===== src/rtl/follower_lanes_pkg.sv =====
// Shared screen geometry, LFSR constants and lane state for the obstacle-lane block.
// Scroll step and screen size must agree with the vertical-scroll controller.
package follower_lanes_pkg;

    localparam int          SCREEN_W  = 640;
    localparam int          SCREEN_H  = 480;
    localparam int          MOVE_AMT  = 2;
    localparam logic [15:0] LFSR_MASK = 16'hB400;
    localparam logic [15:0] LFSR_SEED = 16'hACE1;

    typedef struct packed {
        logic [9:0] y;
        logic [9:0] x;
        logic       dir;
        logic [1:0] speed;
    } lane_t;

    // Galois LFSR, right-shifting; taps 16,14,13,11.
    function automatic logic [15:0] lfsr_step(input logic [15:0] cur);
        return {1'b0, cur[15:1]} ^ (cur[0] ? LFSR_MASK : 16'h0000);
    endfunction

    // (p - start) mod size for start < size; callers compare the result against an extent.
    function automatic logic [11:0] wrap_off(input logic [9:0] p, input logic [9:0] start,
                                             input logic [11:0] size);
        logic [11:0] d;
        d = {2'b00, p} - {2'b00, start};
        if (d[11])
            d = d + size;
        if (d >= size)
            d = d - size;
        return d;
    endfunction

endpackage


===== src/rtl/follower_lanes_lane.sv =====
// One obstacle lane: vertical scroll with respawn, horizontal car motion,
// and the pixel / player footprint tests for this lane's car.
module follower_lane #(
    parameter int LANE_IDX   = 0,
    parameter int SCREEN_W   = 640,
    parameter int SCREEN_H   = 480,
    parameter int MOVE_AMT   = 2,
    parameter int LANE_PITCH = 120,
    parameter int CAR_W      = 32,
    parameter int CAR_H      = 24,
    parameter int PLAYER_W   = 16
) (
    input  logic       clk,
    input  logic       reset,
    input  logic       move_followers,
    input  logic       frame_tick,
    input  logic [9:0] rnd_x,
    input  logic       rnd_dir,
    input  logic [1:0] rnd_speed,
    input  logic [9:0] pix_x,
    input  logic [9:0] pix_y,
    input  logic [9:0] player_x,
    input  logic [9:0] player_y,
    output logic       pix_hit,
    output logic       player_hit
);
    import follower_lanes_pkg::*;

    localparam logic [11:0] W12     = 12'(SCREEN_W);
    localparam logic [11:0] H12     = 12'(SCREEN_H);
    localparam logic [9:0]  Y_RST   = 10'((LANE_IDX * LANE_PITCH) % SCREEN_H);
    localparam logic [9:0]  X_RST   = 10'((LANE_IDX * 160) % SCREEN_W);
    localparam logic        DIR_RST = (LANE_IDX % 2) != 0;

    lane_t       lane_reg;
    lane_t       lane_next;
    logic [10:0] y_sum;
    logic [10:0] x_fwd;
    logic [10:0] resp_x;
    logic        wrap;

    always_comb begin
        lane_next = lane_reg;
        y_sum     = {1'b0, lane_reg.y} + 11'(MOVE_AMT);
        wrap      = y_sum >= 11'(SCREEN_H);
        resp_x    = {1'b0, rnd_x ^ 10'(LANE_IDX)};
        if (resp_x >= 11'(SCREEN_W))
            resp_x = resp_x - 11'(SCREEN_W);
        x_fwd     = {1'b0, lane_reg.x} + {9'b0, lane_reg.speed};

        // A lane that wraps this cycle takes fresh respawn values and skips its horizontal step.
        if (move_followers && wrap) begin
            lane_next.y     = 10'(y_sum - 11'(SCREEN_H));
            lane_next.x     = resp_x[9:0];
            lane_next.dir   = rnd_dir;
            lane_next.speed = (rnd_speed == 2'd0) ? 2'd1 : rnd_speed;
        end else begin
            if (move_followers)
                lane_next.y = y_sum[9:0];
            if (frame_tick) begin
                if (lane_reg.dir)
                    lane_next.x = (x_fwd >= 11'(SCREEN_W)) ? 10'(x_fwd - 11'(SCREEN_W)) : x_fwd[9:0];
                else if (lane_reg.x < {8'b0, lane_reg.speed})
                    lane_next.x = 10'({1'b0, lane_reg.x} + 11'(SCREEN_W) - {9'b0, lane_reg.speed});
                else
                    lane_next.x = lane_reg.x - {8'b0, lane_reg.speed};
            end
        end
    end

    always_ff @(posedge clk) begin
        if (reset)
            lane_reg <= '{y: Y_RST, x: X_RST, dir: DIR_RST, speed: 2'd1};
        else
            lane_reg <= lane_next;
    end

    // Circular intervals overlap iff either start lies inside the other interval.
    assign pix_hit = (wrap_off(pix_x, lane_reg.x, W12) < 12'(CAR_W)) &&
                     (wrap_off(pix_y, lane_reg.y, H12) < 12'(CAR_H));

    assign player_hit = ((wrap_off(player_x, lane_reg.x, W12) < 12'(CAR_W)) ||
                         (wrap_off(lane_reg.x, player_x, W12) < 12'(PLAYER_W))) &&
                        ((wrap_off(player_y, lane_reg.y, H12) < 12'(CAR_H)) ||
                         (wrap_off(lane_reg.y, player_y, H12) < 12'(PLAYER_W)));

endmodule


===== src/rtl/follower_lanes.sv =====
// Obstacle lanes that scroll with the background: shared LFSR, per-pixel
// obstacle query for the renderer and a sticky player-collision flag.
module follower_lanes #(
    parameter int          NUM_LANES  = 4,
    parameter int          MOVE_AMT   = follower_lanes_pkg::MOVE_AMT,
    parameter int          SCREEN_H   = follower_lanes_pkg::SCREEN_H,
    parameter int          SCREEN_W   = follower_lanes_pkg::SCREEN_W,
    parameter int          LANE_PITCH = 120,
    parameter int          CAR_W      = 32,
    parameter int          CAR_H      = 24,
    parameter int          PLAYER_W   = 16,
    parameter logic [15:0] LFSR_SEED  = follower_lanes_pkg::LFSR_SEED
) (
    input  logic       clk,
    input  logic       reset,
    input  logic       move_followers,
    input  logic       frame_tick,
    input  logic [9:0] pix_x,
    input  logic [9:0] pix_y,
    input  logic [9:0] player_x,
    input  logic [9:0] player_y,
    input  logic       clear_hit,
    output logic       obstacle_px,
    output logic       collision
);
    import follower_lanes_pkg::*;

    logic [15:0]          lfsr_reg;
    logic                 obstacle_px_reg;
    logic                 collision_reg;
    logic [NUM_LANES-1:0] pix_hit;
    logic [NUM_LANES-1:0] player_hit;
    logic                 pix_on_screen;

    for (genvar gi = 0; gi < NUM_LANES; gi++) begin : g_lane
        follower_lane #(
            .LANE_IDX   (gi),
            .SCREEN_W   (SCREEN_W),
            .SCREEN_H   (SCREEN_H),
            .MOVE_AMT   (MOVE_AMT),
            .LANE_PITCH (LANE_PITCH),
            .CAR_W      (CAR_W),
            .CAR_H      (CAR_H),
            .PLAYER_W   (PLAYER_W)
        ) u_lane (
            .clk            (clk),
            .reset          (reset),
            .move_followers (move_followers),
            .frame_tick     (frame_tick),
            .rnd_x          (lfsr_reg[15:6]),
            .rnd_dir        (lfsr_reg[0]),
            .rnd_speed      (lfsr_reg[2:1]),
            .pix_x          (pix_x),
            .pix_y          (pix_y),
            .player_x       (player_x),
            .player_y       (player_y),
            .pix_hit        (pix_hit[gi]),
            .player_hit     (player_hit[gi])
        );
    end

    assign pix_on_screen = (pix_x < 10'(SCREEN_W)) && (pix_y < 10'(SCREEN_H));

    always_ff @(posedge clk) begin
        if (reset) begin
            lfsr_reg        <= LFSR_SEED;
            obstacle_px_reg <= 1'b0;
            collision_reg   <= 1'b0;
        end else begin
            lfsr_reg        <= lfsr_step(lfsr_reg);
            obstacle_px_reg <= pix_on_screen && (|pix_hit);
            // A fresh overlap wins over clear_hit in the same cycle.
            collision_reg   <= (|player_hit) || (collision_reg && !clear_hit);
        end
    end

    assign obstacle_px = obstacle_px_reg;
    assign collision   = collision_reg;

endmodule


===== config.mk =====
export PLATFORM = sky130hd
export DESIGN_NAME = follower_lanes
export DESIGN_NICKNAME = d
export VERILOG_FILES = /design/src/rtl/follower_lanes_pkg.sv /design/src/rtl/follower_lanes_lane.sv /design/src/rtl/follower_lanes.sv
export SDC_FILE = /design/constraint.sdc
export NUM_CORES = 1
export LEC_CHECK = 0
export ABC_AREA = 0
export CAP_MARGIN = 10
export CORE_UTILIZATION = 60
export DETAILED_ROUTE_END_ITERATION = 6
export GPL_TIMING_DRIVEN = 0
export PLACE_DENSITY = 0.88
export SLEW_MARGIN = 0
export SYNTH_ARGS = -nofsm -noshare
export SYNTH_HDL_FRONTEND = slang
export SYNTH_SLANG_ARGS = --single-unit

===== constraint.sdc =====
create_clock -name clk -period 4.4 [get_ports clk]
set_clock_uncertainty 0.05 [all_clocks]
set_input_delay 0.88 -clock clk [delete_from_list [all_inputs] [get_ports clk]]
set_output_delay 0.88 -clock clk [all_outputs]
set_load 0.01 [all_outputs]

==> summary.txt <==
======================================================================================
Switching Share                                                                  0.473
Clock Tree Root                                                              clkbuf_16
Max rail drop VDD                                                             0.262 mV
Design Area, Final                                                         28500 sq um
Max reg flops                                                                       88
Area growth syn-to-layout                                                        17.1%
Count of port buffers added during placement                                        46
CP arrival                                                                     4.90 ns
Leading post-synthesis cells by cell area                                 ha_1, dfxtp_1, xnor2_1, a21oi_1, nor2_1
Flip-flop and latch count after synthesis                                          106
Effective utilization at floorplan                                               0.611
Depth of the most critical reg-to-reg path                                          21
Achievable Freq                                                                215 MHz
Number of standard-cell rows in the floorplan                                       73
Library cell contributing the largest single delay on the critical path           ha_1
Hold Path Depth                                                                      1
Fraction of the mapped netlist area in adder cells                               0.221
Final min period                                                               4.66 ns
Transition time at the pin with the least slew margin                          1.08 ns
Share of flip-flops with an asynchronous set or reset                                0
DRT Wirelength                                                            83800 microns
Parity-gate share of the synthesized area counting xor and xnor cells            0.102
Detailed Place HPWL                                                       58400 microns
Post-Route Utilization                                                           0.716
Worst rel slew slack                                                             0.281
Worst hold-check path type                                                flip-flop to flip-flop
Largest fanout on the critical path                                                  7
Initial antenna violation count                                                      0
Most used standard cell by instance count after synthesis                         ha_1
Antenna Nets Post-Route                                                              0
Endpoint required time on the critical path                                    4.65 ns
Placed cell area                                                           25500 sq um
Longest individual stage delay on the worst path                               0.44 ns
Count of warnings emitted by yosys                                                   0
Global-route total usage across every layer                                      0.367
Hold WS                                                                       0.393 ns
Instance count after placement with tap cells included                            3857
Cell family with the largest share of critical-path delay                 compound AO/OA/AOI/OAI gates
Die span in x                                                              203 microns
Final setup margin                                                           -0.258 ns
Post-synthesis compound-gate area fraction                                       0.284
Hold-fix buffer count after cts                                                      0
Violated checks                                                           DRC, setup timing
Top cell type's share of synthesized area                                        0.198
Maximum number of pins on one net before global-route repair                        19
Final Hold Vio Count                                                                 0
Classification of the worst setup path                                    primary input to flip-flop
Fill count                                                                        2906
Clock buffer count from CTS                                                          9
Die Footprint                                                              41400 sq um
Power density over the cells                                               233 nW/um^2
Global-route wire length before repair                                    124000 microns
RSZ-0062 raised after global routing                                               yes
Total internal power                                                           3.50 mW
Remaining design rule violation count                                               20
Distinct cell type count of the synthesized netlist                                116
Dominant combinational cell family by area after synthesis                compound AO/OA/AOI/OAI gates
TritonCTS clock tree                                                             built
Vertical extent of the die                                                 203 microns
Cell taking the most area after synthesis                                         ha_1
DRT Pass-1 Iters                                                                     7
Post-synth EDFFs                                                                     0
Clock tree sinks                                                                   106
Final Setup Violations                                                               2
Period utilisation layout                                                         1.06
Core Area                                                                  39800 sq um
Sort of element at the start of the critical path                         primary input
Via density per instance                                                          6.77
Critical path, cell by cell                                               buf_2 > clkinvlp_4 > buf_4 > buf_4 > ha_1 > nand3_1 > o31ai_4 > mux2i_4 > ha_2 > inv_2 > a21oi_2 > a311oi_2 > o31ai_1 > o2111ai_2 > nor4_4 > o2bb2ai_2 > o221ai_4 > a211oi_2 > a21oi_2
Run status                                                                finished with violations
Sw power                                                                       3.15 mW
Violation count after the first detailed-route iteration                          3215
Instance count of the mapped netlist                                              3286
Setup slack at placement                                                      -1.95 ns
Synth Area in Simple Gates                                                       0.222
Most frequent cells after synthesis                                       ha_1, nor2_1, nand2_1
Via count of the first global-routing pass                                       24600
Number of inserted diodes                                                            0
Net total in the final layout                                                     3934
DR WL/cell                                                                20.9 microns
CP Capture Type                                                              flip-flop
Clock latency on the worst-skew pair                                           0.38 ns
Clk slew on worst S/H paths                                                    0.08 ns
Critical path depth in cells                                                        19
Synthesized cell area                                                      24300 sq um
Count of final max-slew check failures                                               0
Combined buffer and inverter count along the critical path                           5
Sequential group share of total power                                            0.170
Post-synthesis net count                                                          3744
Count of vias placed by the detailed router                                      27100
Sequential cell area fraction in the yosys report                               0.0872
Combinational power share                                                        0.690
Overall power after layout                                                     6.65 mW
Share of cells above drive strength 1                                            0.164
Buffer levels on the longest clock path                                              2
Total leakage power                                                            12.0 nW
Level count of the clock H-tree                                                      3
Share of total power in the clock network                                        0.140
Main flop type after synthesis                                                 dfxtp_1
Gp weighted congestion                                                            1.00
Synthesized area per cell                                                   7.41 sq um
Total gr overflow                                                                    0
Max-capacitance violation count                                                      0
Post-route insts no fill                                                          4006
Aggregate negative setup slack                                               -0.371 ns
Share of cell area taken by muxes after synthesis                               0.0278
Total I/O pin count                                                                 47
======================================================================================
power groups by stage:
stage | Combinational [mW] | Sequential [mW] | Clock [mW]
2_1_floorplan | 2.93 | 1.09 | 0
3_3_place_gp | 3.61 | 1.14 | 0
3_5_place_dp | 3.71 | 1.14 | 0
4_1_cts | 4.03 | 1.12 | 0.913
5_1_grt | 4.96 | 1.13 | 0.944
6_report | 4.58 | 1.13 | 0.931
placed cells by master, fill, tap and decap left out, drive strengths merged, types with 26 or more instances in the layout:
cell | Yosys | routed
a211o | 26 | 26
a211oi | 63 | 63
a21o | 63 | 63
a21oi | 243 | 243
a31oi | 52 | 52
and3 | 46 | 46
buf | 34 | 189
clkbuf | 83 | 91
dfxtp | 106 | 106
fa | 28 | 28
ha | 385 | 385
inv | 229 | 222
mux2i | 54 | 54
nand2 | 242 | 242
nand2b | 52 | 52
nand3 | 108 | 108
nand4 | 26 | 26
nor2 | 291 | 291
nor2b | 72 | 72
nor3 | 89 | 89
o211ai | 49 | 49
o21a | 45 | 45
o21ai | 165 | 165
o21bai | 29 | 29
or2 | 37 | 37
xnor2 | 197 | 197
xor2 | 72 | 72
final cells by class:
cell class | instances | area (sq um) | share of cell area
clock inverter | 7 | 100 | 0.00351
multi-input combinational | 2833 | 22400 | 0.785
timing repair buffer | 187 | 1560 | 0.0548
tap | 525 | 657 | 0.0231
inverter | 230 | 935 | 0.0328
sequential | 106 | 2140 | 0.0751
buffer | 109 | 509 | 0.0179
clock buffer | 9 | 225 | 0.00790
final timing paths:
kind	end	start	slack (ns)
worst max register to register	collision	g_lane[1].u_lane.lane_reg[10]	-0.21
worst max-delay path	collision	player_y[8]	-0.26
worst min-delay path	lfsr_reg[3]	lfsr_reg[4]	0.39
worst min register to register	lfsr_reg[3]	lfsr_reg[4]	0.39
routing by layer:
layer / share of wire / GRT usage
met1: 0.37 / 0.428
met2: 0.45 / 0.614
met3: 0.098 / 0.0646
met4: 0.082 / 0.246
met5: 0.00072 / 0.0131
what timing repair did:
action,CTS,global route
setup endpoints to repair,2,3
buffers inserted,79,63
gates resized for setup,304,199
pin swaps,76,105
cells by family after synthesis:
group	count (synthesis)
muxes	65
adders and majority gates	413
and+or+nand+nor	1091
buffers and inverters	347
xor gates and xnor gates	273
AOI/OAI and AO/OA	991
DFF	106
Note: power is estimated with default switching activity, not from simulation.
